**config.mk**
```make
export PLATFORM = sky130hd
export DESIGN_NAME = mul_seq
export DESIGN_NICKNAME = d
export VERILOG_FILES = /design/src/rtl/mul_seq.sv
export SDC_FILE = /design/constraint.sdc
export NUM_CORES = 1
export LEC_CHECK = 0
export BUFFER_PORTS_ARGS = -buffer_cell sky130_fd_sc_hd__buf_2
export CORE_MARGIN = 2
export CORE_UTILIZATION = 46
export CTS_CLUSTER_DIAMETER = 30
export DETAILED_ROUTE_END_ITERATION = 8
export PLACE_DENSITY = 0.65
export SLEW_MARGIN = 20
export SYNTH_ARGS = -nofsm -noshare
export SYNTH_HDL_FRONTEND = slang
export SYNTH_SLANG_ARGS = --single-unit
```
**constraint.sdc**
```tcl
create_clock -name Clk -period 6.4 [get_ports Clk]
set_input_delay 0.96 -clock Clk [delete_from_list [all_inputs] [get_ports Clk]]
set_output_delay 0.96 -clock Clk [all_outputs]
set_load 0.02 [all_outputs]
```
**src/rtl/mul_seq.sv**
```systemverilog
// Sequential radix-2 shift-add multiplier producing a 2*WIDTH-bit product
// for the Hi/Lo register file. Signed operations multiply the magnitudes and
// restore the sign in a final fix-up cycle. madd/msub differ from mult only
// in the Enable write code; no accumulation happens here.
module mul_seq #(
  parameter int WIDTH = 32
) (
  input  logic                 Clk,
  input  logic                 Rst_n,
  input  logic                 Start,
  input  logic [1:0]           Op,
  input  logic [WIDTH-1:0]     A,
  input  logic [WIDTH-1:0]     B,
  output logic                 Busy,
  output logic                 Done,
  output logic [2*WIDTH-1:0]   Product,
  output logic [3:0]           Enable
);

  localparam int CNT_W = (WIDTH > 1) ? $clog2(WIDTH) : 1;
  localparam logic [1:0] OP_MULTU = 2'b01;

  typedef enum logic [1:0] {
    S_IDLE,
    S_CALC,
    S_FIX,
    S_DONE
  } state_t;

  state_t               state_q, state_d;
  logic [CNT_W-1:0]     cnt_q, cnt_d;
  logic [WIDTH-1:0]     a_mag_q, a_mag_d;
  logic [WIDTH-1:0]     b_mag_q, b_mag_d;
  logic [1:0]           op_q, op_d;
  logic                 neg_q, neg_d;
  logic [2*WIDTH-1:0]   acc_q, acc_d;
  logic [2*WIDTH-1:0]   product_q, product_d;
  logic                 busy_q, busy_d;
  logic                 done_q, done_d;
  logic [3:0]           enable_q, enable_d;
  logic [WIDTH:0]       sum_c;

  // Unsigned magnitude; -2^(WIDTH-1) maps to 2^(WIDTH-1), which still fits.
  function automatic logic [WIDTH-1:0] f_mag(input logic [WIDTH-1:0] v,
                                             input logic is_signed);
    logic [WIDTH-1:0] r;
    r = v;
    if (is_signed && v[WIDTH-1]) r = ~v + WIDTH'(1);
    return r;
  endfunction

  // Two's-complement negate of the full-width magnitude; zero stays zero.
  function automatic logic [2*WIDTH-1:0] f_apply_sign(input logic [2*WIDTH-1:0] m,
                                                      input logic neg);
    logic [2*WIDTH-1:0] r;
    r = m;
    if (neg) r = ~m + (2*WIDTH)'(1);
    return r;
  endfunction

  // Hi/Lo write code for the completed operation.
  function automatic logic [3:0] f_enable(input logic [1:0] op);
    logic [3:0] r;
    case (op)
      2'b10:   r = 4'd4;
      2'b11:   r = 4'd5;
      default: r = 4'd3;
    endcase
    return r;
  endfunction

  // Next-state and datapath: one multiplier bit per CALC cycle, LSB first.
  // The partial product is added into the upper half and the whole
  // accumulator shifts right, so after WIDTH steps it holds the magnitude.
  always_comb begin
    state_d   = state_q;
    cnt_d     = cnt_q;
    a_mag_d   = a_mag_q;
    b_mag_d   = b_mag_q;
    op_d      = op_q;
    neg_d     = neg_q;
    acc_d     = acc_q;
    product_d = product_q;
    busy_d    = busy_q;
    done_d    = done_q;
    enable_d  = enable_q;
    sum_c     = {1'b0, acc_q[2*WIDTH-1:WIDTH]}
              + {1'b0, (b_mag_q[cnt_q] ? a_mag_q : {WIDTH{1'b0}})};
    case (state_q)
      S_IDLE: begin
        if (Start) begin
          state_d = S_CALC;
          a_mag_d = f_mag(A, Op != OP_MULTU);
          b_mag_d = f_mag(B, Op != OP_MULTU);
          op_d    = Op;
          neg_d   = (Op != OP_MULTU) && (A[WIDTH-1] ^ B[WIDTH-1]);
          acc_d   = '0;
          cnt_d   = '0;
          busy_d  = 1'b1;
        end
      end
      S_CALC: begin
        acc_d = {sum_c, acc_q[WIDTH-1:1]};
        if (cnt_q == CNT_W'(WIDTH-1)) begin
          state_d = S_FIX;
          cnt_d   = '0;
        end else begin
          cnt_d = cnt_q + CNT_W'(1);
        end
      end
      S_FIX: begin
        state_d   = S_DONE;
        product_d = f_apply_sign(acc_q, neg_q);
        busy_d    = 1'b0;
        done_d    = 1'b1;
        enable_d  = f_enable(op_q);
      end
      default: begin
        state_d  = S_IDLE;
        done_d   = 1'b0;
        enable_d = 4'd0;
      end
    endcase
  end

  // State, operand and output registers; reset aborts any operation.
  always_ff @(posedge Clk or negedge Rst_n) begin
    if (!Rst_n) begin
      state_q   <= S_IDLE;
      cnt_q     <= '0;
      a_mag_q   <= '0;
      b_mag_q   <= '0;
      op_q      <= 2'b00;
      neg_q     <= 1'b0;
      acc_q     <= '0;
      product_q <= '0;
      busy_q    <= 1'b0;
      done_q    <= 1'b0;
      enable_q  <= 4'd0;
    end else begin
      state_q   <= state_d;
      cnt_q     <= cnt_d;
      a_mag_q   <= a_mag_d;
      b_mag_q   <= b_mag_d;
      op_q      <= op_d;
      neg_q     <= neg_d;
      acc_q     <= acc_d;
      product_q <= product_d;
      busy_q    <= busy_d;
      done_q    <= done_d;
      enable_q  <= enable_d;
    end
  end

  assign Busy    = busy_q;
  assign Done    = done_q;
  assign Product = product_q;
  assign Enable  = enable_q;

endmodule

```
==> flow_metrics.py, run 1 <==
metrics = {
    "hold_path": {
        "worstHoldStart": "a_mag_q[31]$_DFFE_PN0P_",
        "hold_depth": 2,
        "min_path_type": "reg2reg",
    },
    "sta": {
        "tightest_slew_ns": 1.04,
        "finalHoldViolCount": 0,
        "rsz0062_at_grt": "no",
        "max_freq_mhz": 198,
        "slew_violations": 0,
        "fin_skew_ns": 0.0207,
        "fin_crit_ns": 5.04,
        "min_period_over_period_pct": 78.8,
        "setup_viol": 0,
        "slew_headroom_pct": 30.4,
        "postLayoutSetupSlackWorst_ns": 1.36,
        "tns_ns": 0,
    },
    "yosys": {
        "syn_avg_cell_area_um2": 9.07,
        "synthTopCellsByCount": "207 x dfrtp_1, 165 x nand2_1, 151 x o21ai_0, 110 x a21oi_1, 109 x nor2_1",
        "yosys_warnings": 0,
        "post-synth-top-count-cell": "dfrtp_1",
        "synth_nets": 1473,
        "ys_seq_elements": 207,
        "synth_top_area_share_pct": 41.9,
        "synth_area_leaders": "dfrtp_1 42%, xor2_1 7.1%, o21ai_0 6.1%",
        "synth_ff_type": "dfrtp_1",
        "syn_area_um2": 12400,
        "async_flop_share_pct": 100,
        "synth-edff-count": 0,
        "synth_top_area_cell": "dfrtp_1",
        "synth_cells": 1363,
        "ys_seq_area_share_pct": 41.9,
        "synth.distinct_cells": 72,
    },
    "detailed_routing": {
        "drtPass1Iterations": 5,
        "vias": 10300,
        "first_iter_violations": 601,
        "wirelength_um": 30600,
        "viasPerCell": 5.56,
        "drcViolationCount": 0,
        "wl_per_cell_um": 16.5,
        "ant_nets": 0,
    },
    "setup_path": {
        "reg2reg_depth": 15,
        "worstSetupEndpointType": "flip-flop",
        "criticalPathCategory": "reg2reg",
        "worst_setup_path_start_kind": "flip-flop",
        "rr_startpoint": "cnt_q[0]$_DFFE_PN0P_",
        "path_max_fanout": 32,
        "setup.worst_path.start": "cnt_q[0]$_DFFE_PN0P_",
        "reg2reg_slack_ns": 1.36,
        "cp_data_required_time_ns": 6.77,
        "cp_data_arrival_time_ns": 5.41,
    },
    "grt": {
        "busiest_layer": "met2",
        "gr-usage-met2_pct": 33.7,
        "gr-total-overflow": 0,
        "grt_pass1_wl_um": 51400,
        "track_usage_pct": 22.0,
        "use_met3_pct": 3.78,
        "grt_pass1_vias": 9983,
        "grt_start_max_net_pins": 133,
        "met1_usage_pct": 32.5,
        "antenna_found_initial": 0,
    },
    "run": {
        "cap_violations": 0,
    },
    "finish": {
        "finalNetCount": 1591,
        "num_antenna_cells": 0,
        "register_area_um2": 5180,
        "multi_input_area_um2": 6830,
        "drive_gt1_share_pct": 17.7,
        "fillCellCount": 2363,
        "final_core_util_pct": 57.0,
        "final_design_area_no_fill_um2": 14900,
        "area_growth_pct": 20.8,
    },
    "clock_tree": {
        "clkTransAtPathRegs_ns": 0.05,
        "cts_buffer_depth": 3,
        "post_cts_buffers": 0,
        "cts_root_buffer": "clkbuf_16",
        "clkSinkCount": 207,
        "ctsHtreeMaxLevel": 2,
        "clk_latency_ns": 0.54,
        "ctsHoldBuffers": 0,
        "cts_resized": 0,
        "cts_tree": "built",
        "cts_buffers": 46,
    },
    "power": {
        "power.density_nw_per_um2": 532,
        "vdd_drop_max_uv": 298,
        "p_leak_nw": 6.83,
    },
    "placement": {
        "dp_hpwl_um": 21700,
        "port_buffers": 137,
        "placed_area_um2": 13300,
        "dp_slack_ns": 1.43,
        "gp_congestion": 0.901,
    },
    "die": {
        "row_count": 59,
        "start_util_pct": 47.2,
        "coreArea_um2": 26200,
        "dieArea_um2": 28200,
        "die-height_um": 168,
        "fp.dieW_um": 168,
        "io_pins": 139,
    },
    "outcome": {
        "outcome": "completed",
    },
}
==> final timing paths <==
| kind | to |
|---|---|
| min in group asynchronous | Product[8]$_DFFE_PN0P_ |
| setup / recovery | acc_q[62]$_DFFE_PN0P_ |
| hold / removal | a_mag_q[31]$_DFFE_PN0P_ |
| max in group asynchronous | neg_q$_DFFE_PN0P_ |
| hold reg to reg | a_mag_q[31]$_DFFE_PN0P_ |
| setup reg to reg | acc_q[62]$_DFFE_PN0P_ |
==> per-layer routing <==
layer	vias to the layer above	wire length [µm]
met5	-	0
met4	0	586
met3	47	1550
met2	246	13400
met1	4884	15100
li1	5123	-
==> layout by cell type (no fill, tap or decap), drive strengths merged, types with 5 or more instances in the layout <==
cell type	instances
ha	40
dfrtp	207
xnor2	47
a31oi	9
xor2	100
mux4	10
nor2	109
nand4	10
and3	10
o21bai	5
nand3	14
bufinv	5
mux2	11
clkinv	12
inv	30
buf	144
o21ai	151
or3	17
or4	26
a22o	34
and2	7
a21o	14
a21oi	110
nand2	165
o41ai	14
nand2b	8
nor2b	37
or2	6
nor3	13
clkbuf	62
nor4	10
o31ai	32
==> logic make-up (layout without fill, tap and decap cells) <==
| family | count (synthesis) | in the layout | share of synthesized area, % |
|---|---|---|---|
| simple gates | 441 | 441 | 17.4 |
| compound gates | 400 | 400 | 19.8 |
| flops | 207 | 207 | 41.9 |
| xor+xnor | 147 | 147 | 10.4 |
| buf+inv | 101 | 256 | 3.11 |
| fa+ha+maj | 41 | 41 | 4.21 |
| mux | 25 | 25 | 3.15 |
| other cells | 1 | 1 | 0.0303 |
==> state kept, by name (all words and copies together) (netlist names) <==
name	flops
Product	64
Busy	1
neg_q	1
state_q	2
acc_q	64
cnt_q	5
Done	1
b_mag_q	32
a_mag_q	32
Enable	3
op_q	2
==> report_power, final <==
group	leakage [nW]	switching [mW]	internal, mW
Combinational	3.40	2.02	1.23
Clock	0.805	0.765	1.67
Sequential	2.62	0.431	1.83
Total	6.83	3.21	4.73
==> area by class of cell <==
class,count,area share (%)
Multi-Input combinational cell,1055,45.8
Sequential cell,207,34.7
Clock buffer,61,8.97
Timing Repair Buffer,145,5.08
Tap cell,335,2.81
Clock inverter,24,2.04
Inverter,26,0.654
==> through the flow <==
| step | total power [mW] | cells | hold WS [ns] |
|---|---|---|---|
| after CTS | 8.00 | 1853 | 0.476 |
| after global routing | 8.51 | 1853 | 0.499 |
| after detailed placement | 5.51 | 1768 | 0.463 |
| after floorplan | 4.55 | 1363 | 0.442 |
| final | 7.94 | 1853 | 0.467 |
| after global placement | 5.44 | 1768 | 0.456 |
==> worst max-delay path, stage by stage, from the launching register on <==
cell and delay, ns:
dfrtp_1 0.76, mux4_2 0.58, mux4_2 0.48, mux2i_2 0.18, buf_4 0.34, nand2b_1 0.22
inv_1 0.07, ha_1 0.28, a211oi_1 0.37, o31ai_1 0.22, a311o_1 0.38, o21a_1 0.22
a31oi_1 0.35, o211ai_1 0.17, xnor2_1 0.15, o21ai_0 0.08
No activity file was read; power rests on OpenSTA's default activity.
==> run 2, diff against run 1 <==
--- a/config.mk
+++ b/config.mk
@@ -5,12 +5,13 @@
 export SDC_FILE = /design/constraint.sdc
 export NUM_CORES = 1
 export LEC_CHECK = 0
+export ABC_AREA = 1
 export BUFFER_PORTS_ARGS = -buffer_cell sky130_fd_sc_hd__buf_2
 export CORE_MARGIN = 2
 export CORE_UTILIZATION = 46
 export CTS_CLUSTER_DIAMETER = 30
 export DETAILED_ROUTE_END_ITERATION = 8
-export PLACE_DENSITY = 0.65
+export PLACE_DENSITY = 0.67
 export SLEW_MARGIN = 20
 export SYNTH_ARGS = -nofsm -noshare
 export SYNTH_HDL_FRONTEND = slang
==> constraint.sdc (replaced) <==
create_clock -name Clk -period 4.35 [get_ports Clk]
set_input_delay 0.6525 -clock Clk [delete_from_list [all_inputs] [get_ports Clk]]
set_output_delay 0.6525 -clock Clk [all_outputs]
set_load 0.02 [all_outputs]
==> run 2 against run 1 <==
  * Flip-flop and latch count unchanged
  * Final area increased by 15%
  * Sequential power grew 35%
  * Power increased by 51%
  * First-iteration DRC count rose by 84%
  * Core utilization decreased by 1.5 points
  * Critical path type unchanged
  * Largest power group unchanged
  * Highest routed layer unchanged
==> flow_metrics.py, run 2 <==
metrics = {
    "outcome": {
        "outcome": "completed",
    },
    "setup_path": {
        "criticalPathCategory": "reg2reg",
        "reg2reg_slack_ns": 0.76,
        "worst_setup_path_start_kind": "flip-flop",
        "rr_startpoint": "cnt_q[0]$_DFFE_PN0P_",
        "path_cells": "inv_6 > o211ai_1 > nand3_1 > nand2_1 > nand2_1 > nand3_2 > nand2_4 > nor2_2 > ha_1 > inv_1 > fa_1 > inv_1 > nand3_1 > nand3_1 > nand2_1 > nand3_1 > nand2_1 > nand2_1 > nand2_1 > nand3_1 > nand2_1",
        "crit_slowest_cell": "dfrtp_1",
        "worstSetupEndpointType": "flip-flop",
        "cp_data_arrival_time_ns": 4.01,
        "path_max_fanout": 32,
        "cp_data_required_time_ns": 4.77,
        "slowest_delay_ns": 0.73,
        "crit_family": "simple AND/OR/NAND/NOR gates",
        "r2r_end": "acc_q[59]$_DFFE_PN0P_",
        "crit_buf_inv": 3,
        "cp_common_cell": "nand2_1",
        "reg2reg_depth": 21,
    },
    "finish": {
        "num_antenna_cells": 0,
        "fillCellCount": 3025,
        "drive_gt1_share_pct": 12.4,
        "finalNetCount": 2459,
        "multi_input_area_um2": 7820,
        "final_core_util_pct": 55.5,
        "final_cell_mix": "728 x nand2_1, 306 x inv_1, 225 x nor2_1",
        "register_area_um2": 5180,
        "area_growth_pct": 18.1,
        "layout_commonest_cell": "nand2_1",
    },
    "detailed_routing": {
        "vias": 14500,
        "wl_per_cell_um": 15.0,
        "viasPerCell": 5.21,
        "first_iter_violations": 1108,
        "wirelength_um": 41700,
        "drcViolationCount": 0,
        "ant_nets": 0,
        "drtPass1Iterations": 6,
    },
    "clock_tree": {
        "cts_tree": "built",
        "ctsHoldBuffers": 0,
        "clkSinkCount": 207,
        "post_cts_buffers": 0,
        "cts_buffer_depth": 3,
        "ctsHtreeMaxLevel": 2,
        "cts_root_buffer": "clkbuf_16",
        "cts_resized": 0,
        "clkTransAtPathRegs_ns": 0.05,
        "clk_latency_ns": 0.54,
        "cts_buffers": 46,
    },
    "power": {
        "combPwrFrac_pct": 44.0,
        "power.internal_mw": 6.69,
        "switching_share_pct": 44.1,
        "vdd_drop_max_uv": 461,
        "power.density_nw_per_um2": 699,
        "power_mw": 12.0,
        "p_leak_nw": 9.24,
        "switchingPower_mw": 5.28,
        "power_frac_seq_pct": 25.4,
        "pwr-share-clk_pct": 30.6,
    },
    "placement": {
        "gp_congestion": 0.913,
        "dp_hpwl_um": 31500,
        "port_buffers": 137,
    },
    "die": {
        "start_util_pct": 47.0,
        "fp.dieW_um": 182,
        "die-height_um": 182,
        "io_pins": 139,
        "row_count": 64,
        "dieArea_um2": 32900,
        "coreArea_um2": 30800,
    },
    "yosys": {
        "synth_area_leaders": "dfrtp_1 36%, nand2_1 19%, inv_1 7.9%",
        "async_flop_share_pct": 100,
        "synth.distinct_cells": 45,
        "syn_avg_cell_area_um2": 6.53,
        "synth_top_area_cell": "dfrtp_1",
        "syn_area_um2": 14500,
        "synth_cells": 2219,
        "synth_top_area_share_pct": 35.7,
        "ys_seq_elements": 207,
        "synth_nets": 2329,
        "synthTopCellsByCount": "729 x nand2_1, 306 x inv_1, 226 x nor2_1, 207 x dfrtp_1, 196 x nand3_1",
        "yosys_warnings": 0,
        "synth_ff_type": "dfrtp_1",
        "ys_seq_area_share_pct": 35.7,
        "synth-edff-count": 0,
        "post-synth-top-count-cell": "nand2_1",
    },
    "grt": {
        "track_usage_pct": 25.5,
        "antenna_found_initial": 0,
        "grt_start_max_net_pins": 123,
        "grt_pass1_vias": 13700,
        "gr-total-overflow": 0,
        "grt_pass1_wl_um": 68800,
    },
    "sta": {
        "tightest_slew_ns": 0.974,
        "max_freq_mhz": 279,
        "rsz0062_at_grt": "no",
        "setup_viol": 0,
        "slew_violations": 0,
        "finalHoldViolCount": 0,
        "min_period_over_period_pct": 82.5,
        "slew_headroom_pct": 35.1,
        "fin_crit_ns": 3.59,
        "tns_ns": 0,
        "hold_slack_ns": 0.282,
        "fin_skew_ns": 0.0190,
    },
    "run": {
        "cap_violations": 0,
    },
    "hold_path": {
        "min_path_type": "in2async",
    },
}
## run 2: cells by family after synthesis
| group | count (synthesis) | share of synthesized area (%) |
|---|---|---|
| buf+inv | 378 | 10.4 |
| flops | 207 | 35.7 |
| compound gates | 270 | 10.2 |
| xor+xnor | 49 | 2.96 |
| fa+ha+maj | 41 | 3.59 |
| simple gates | 1273 | 37.1 |
| other cells | 1 | 0.0259 |
## run 2: cell type report
cell class / instances / share of cell area, %
Clock buffer: 56 / 7.36
Clock inverter: 29 / 2.38
Inverter: 314 / 6.92
Multi-Input combinational cell: 1634 / 45.7
Sequential cell: 207 / 30.3
Tap cell: 396 / 2.89
Timing Repair Buffer: 146 / 4.52
## run 2: stage by stage
step	area, µm²	cells	worst slack, ns
6_report	17100	2782	0.762
5_1_grt	17100	2782	0.395
4_1_cts	17100	2782	0.806
3_5_place_dp	15400	2697	0.826
3_3_place_gp	15400	2697	0.985
2_1_floorplan	14500	2219	1.55
## run 2: how the worst max path moves through the flow
stage,from,endpoint,cells past startpoint
floorplan,cnt_q[0]$_DFFE_PN0P_,acc_q[63]$_DFFE_PN0P_,26
global placement,cnt_q[0]$_DFFE_PN0P_,acc_q[63]$_DFFE_PN0P_,22
detailed placement,cnt_q[0]$_DFFE_PN0P_,acc_q[51]$_DFFE_PN0P_,21
CTS,cnt_q[0]$_DFFE_PN0P_,acc_q[59]$_DFFE_PN0P_,21
global route,cnt_q[0]$_DFFE_PN0P_,acc_q[51]$_DFFE_PN0P_,21
finish,cnt_q[0]$_DFFE_PN0P_,acc_q[59]$_DFFE_PN0P_,21
## run 2: power by group through the flow
| stage | Clock, mW | Combinational (mW) | Sequential [mW] |
|---|---|---|---|
| floorplan | 0 | 3.68 | 3.16 |
| global route | 3.82 | 5.97 | 3.13 |
| CTS | 3.71 | 5.24 | 3.04 |
| global placement | 0 | 5.12 | 3.05 |
| detailed placement | 0 | 5.20 | 3.06 |
| finish | 3.66 | 5.26 | 3.04 |
## run 2: routing by layer
layer	part of all wire (%)	GRT usage [%]	vias to the layer above
met5	0	0	-
met4	2.5	7.67	0
met3	6.8	3.95	75
met2	43	39.8	515
met1	48	36.5	6550
li1	-	-	7342
==> run 3, diff against run 2 <==
==> constraint.sdc (replaced) <==
create_clock -name Clk -period 2.9 [get_ports Clk]
set_input_delay 0.435 -clock Clk [delete_from_list [all_inputs] [get_ports Clk]]
set_output_delay 0.435 -clock Clk [all_outputs]
set_load 0.02 [all_outputs]
==> run 3 against run 2 <==
  * The run now ends with negative setup slack left
  * Cell count up 2.0%
  * Combinational power is 76% higher
  * Global-route usage increased by 1.2 points
==> flow_metrics.py, run 3 (same netlist as run 2, synthesis figures left out) <==
metrics = {
    "detailed_routing": {
        "first_iter_violations": 1136,
        "wirelength_um": 43900,
        "wl_per_cell_um": 15.5,
        "drtPass1Iterations": 6,
        "vias": 14800,
        "viasPerCell": 5.22,
        "drcViolationCount": 0,
        "ant_nets": 0,
    },
    "finish": {
        "layout_commonest_cell": "nand2_1",
        "multi_input_area_um2": 8460,
        "register_area_um2": 5180,
        "final_core_util_pct": 58.8,
        "drive_gt1_share_pct": 19.0,
        "final_cell_mix": "691 x nand2_1, 301 x inv_1, 208 x nor2_1",
        "finalNetCount": 2517,
        "fillCellCount": 2984,
        "area_growth_pct": 25.1,
    },
    "power": {
        "power_mw": 19.0,
        "vdd_drop_max_uv": 532,
        "p_leak_nw": 9.53,
        "power.density_nw_per_um2": 1050,
    },
    "grt": {
        "grt_pass1_wl_um": 71700,
        "gr-total-overflow": 0,
        "grt_pass1_vias": 14200,
        "track_usage_pct": 26.6,
        "antenna_found_initial": 1,
        "grt_start_max_net_pins": 80,
    },
    "sta": {
        "min_period_over_period_pct": 100,
        "rsz0062_at_grt": "yes",
        "fin_skew_ns": 0.0189,
        "slew_violations": 0,
        "setup_viol": 2,
        "max_freq_mhz": 344,
        "tightest_slew_ns": 0.667,
        "slew_headroom_pct": 55.5,
        "fin_crit_ns": 2.90,
        "postLayoutSetupSlackWorst_ns": -0.00494,
        "finalHoldViolCount": 0,
    },
    "placement": {
        "dp_hpwl_um": 33000,
        "port_buffers": 137,
        "dp_slack_ns": -0.177,
        "gp_congestion": 0.904,
    },
    "setup_path": {
        "crit_slowest_cell": "dfrtp_2",
        "worst_setup_path_start_kind": "flip-flop",
        "path_max_fanout": 15,
        "rr_startpoint": "cnt_q[0]$_DFFE_PN0P_",
        "cp_data_required_time_ns": 3.29,
        "worstSetupEndpointType": "flip-flop",
        "r2r_end": "acc_q[41]$_DFFE_PN0P_",
        "crit_cells": 20,
        "criticalPathCategory": "reg2reg",
        "cp_data_arrival_time_ns": 3.29,
        "crit_buf_inv": 4,
        "slowest_delay_ns": 0.46,
        "cp_common_cell": "nand2_1",
        "crit_family": "simple AND/OR/NAND/NOR gates",
        "path_cells": "buf_12 > a21oi_2 > o21ai_1 > nand3_1 > nand2_1 > nand2_2 > nand3_4 > nand2_8 > buf_6 > nor2_4 > ha_4 > nand2_4 > inv_1 > nand2_1 > nand2_1 > nand3b_1 > buf_4 > a21oi_2 > o21ai_0 > o21ai_0",
        "reg2reg_slack_ns": -0.005,
        "reg2reg_depth": 20,
    },
    "clock_tree": {
        "cts_buffers": 43,
        "cts_tree": "built",
        "ctsHtreeMaxLevel": 2,
        "clkTransAtPathRegs_ns": 0.05,
        "cts_root_buffer": "clkbuf_16",
        "clk_latency_ns": 0.53,
        "clkSinkCount": 207,
        "cts_buffer_depth": 3,
    },
    "outcome": {
        "violations": "negative setup slack",
        "outcome": "finished with violations",
    },
    "run": {
        "cap_violations": 0,
    },
    "die": {
        "io_pins": 139,
        "fp.dieW_um": 182,
        "start_util_pct": 47.0,
        "row_count": 64,
        "dieArea_um2": 32900,
        "coreArea_um2": 30800,
        "die-height_um": 182,
    },
    "hold_path": {
        "min_path_type": "in2reg",
        "hold_depth": 3,
        "worstHoldStart": "Op[0]",
        "hold_path_end": "op_q[0]$_DFFE_PN0P_",
    },
}
## run 3: cell count changes in the layout (fill, tap and decap cells not counted), sizes merged
cell / before / now
buf: 145 / 203
clkinv: 12 / 16
diode: 0 / 1
dlygate4sd3: 0 / 1
nand2: 735 / 736
clkbuf: 57 / 49
clkinvlp: 8 / 5
inv: 316 / 318
## run 3: worst reg2reg max path, stage by stage (launching register included)
cell and delay (ns):
dfrtp_2 0.46, buf_12 0.17, a21oi_2 0.10, o21ai_1 0.08, nand3_1 0.08, nand2_1 0.07, nand2_2 0.08, nand3_4 0.15
nand2_8 0.14, buf_6 0.14, nor2_4 0.04, ha_4 0.30, nand2_4 0.06, inv_1 0.09, nand2_1 0.07, nand2_1 0.10
nand3b_1 0.25, buf_4 0.16, a21oi_2 0.04, o21ai_0 0.10, o21ai_0 0.10
## run 3: routing by layer
metal	part of all wire, %	global-route usage, %	wire length (µm)	vias to the layer above
met3	5.8	3.61	2550	83
li1	-	-	-	7444
met1	46	37.0	20400	6841
met5	0	0	0	-
met2	45	43.1	19700	453
met4	3.0	8.46	1320	0
## run 3: metrics by stage
stage,std cells,setup TNS (ns),area (µm²),hold WS (ns)
6_report,2838,-0.00544,18100,0.163
5_1_grt,2837,-3.71,18100,0.177
4_1_cts,2831,-0.0946,17600,0.140
3_5_place_dp,2751,-1.19,15900,0.461
3_3_place_gp,2751,-0.331,15900,0.458
2_1_floorplan,2219,0,14500,0.139
## run 3: area by class of cell
class                   instances  share of cell area (%)
diodes                          1                  0.0138
repair buffers                206                    7.09
inverters                     314                    6.54
clock buffers                  47                    6.13
clock inverters                32                    2.25
multi-input cells            1635                    46.7
flip-flops and latches        207                    28.6
well taps                     396                    2.73
## run 3: worst max-delay path by stage
| stage | from | end |
|---|---|---|
| after floorplan | cnt_q[0]$_DFFE_PN0P_ | acc_q[63]$_DFFE_PN0P_ |
| final | cnt_q[0]$_DFFE_PN0P_ | acc_q[41]$_DFFE_PN0P_ |
| after detailed placement | cnt_q[0]$_DFFE_PN0P_ | acc_q[56]$_DFFE_PN0P_ |
| after global routing | cnt_q[0]$_DFFE_PN0P_ | acc_q[49]$_DFFE_PN0P_ |
| after CTS | cnt_q[0]$_DFFE_PN0P_ | acc_q[49]$_DFFE_PN0P_ |
| after global placement | cnt_q[0]$_DFFE_PN0P_ | acc_q[56]$_DFFE_PN0P_ |
## run 3: power breakdown
group / switching [mW] / internal (mW)
clock: 1.68 / 3.43
sequential: 0.795 / 3.86
combinational: 5.91 / 3.33
## run 3: repair_timing
item / in CTS / in global routing
hold buffers: 1 / 0
cloned: 0 / 2
pin swaps: 4 / 12
buffers inserted: 0 / 4
endpoints found under the setup margin: 21 / 29
gates resized for setup: 30 / 110
hold endpoints to repair: 76 / 0
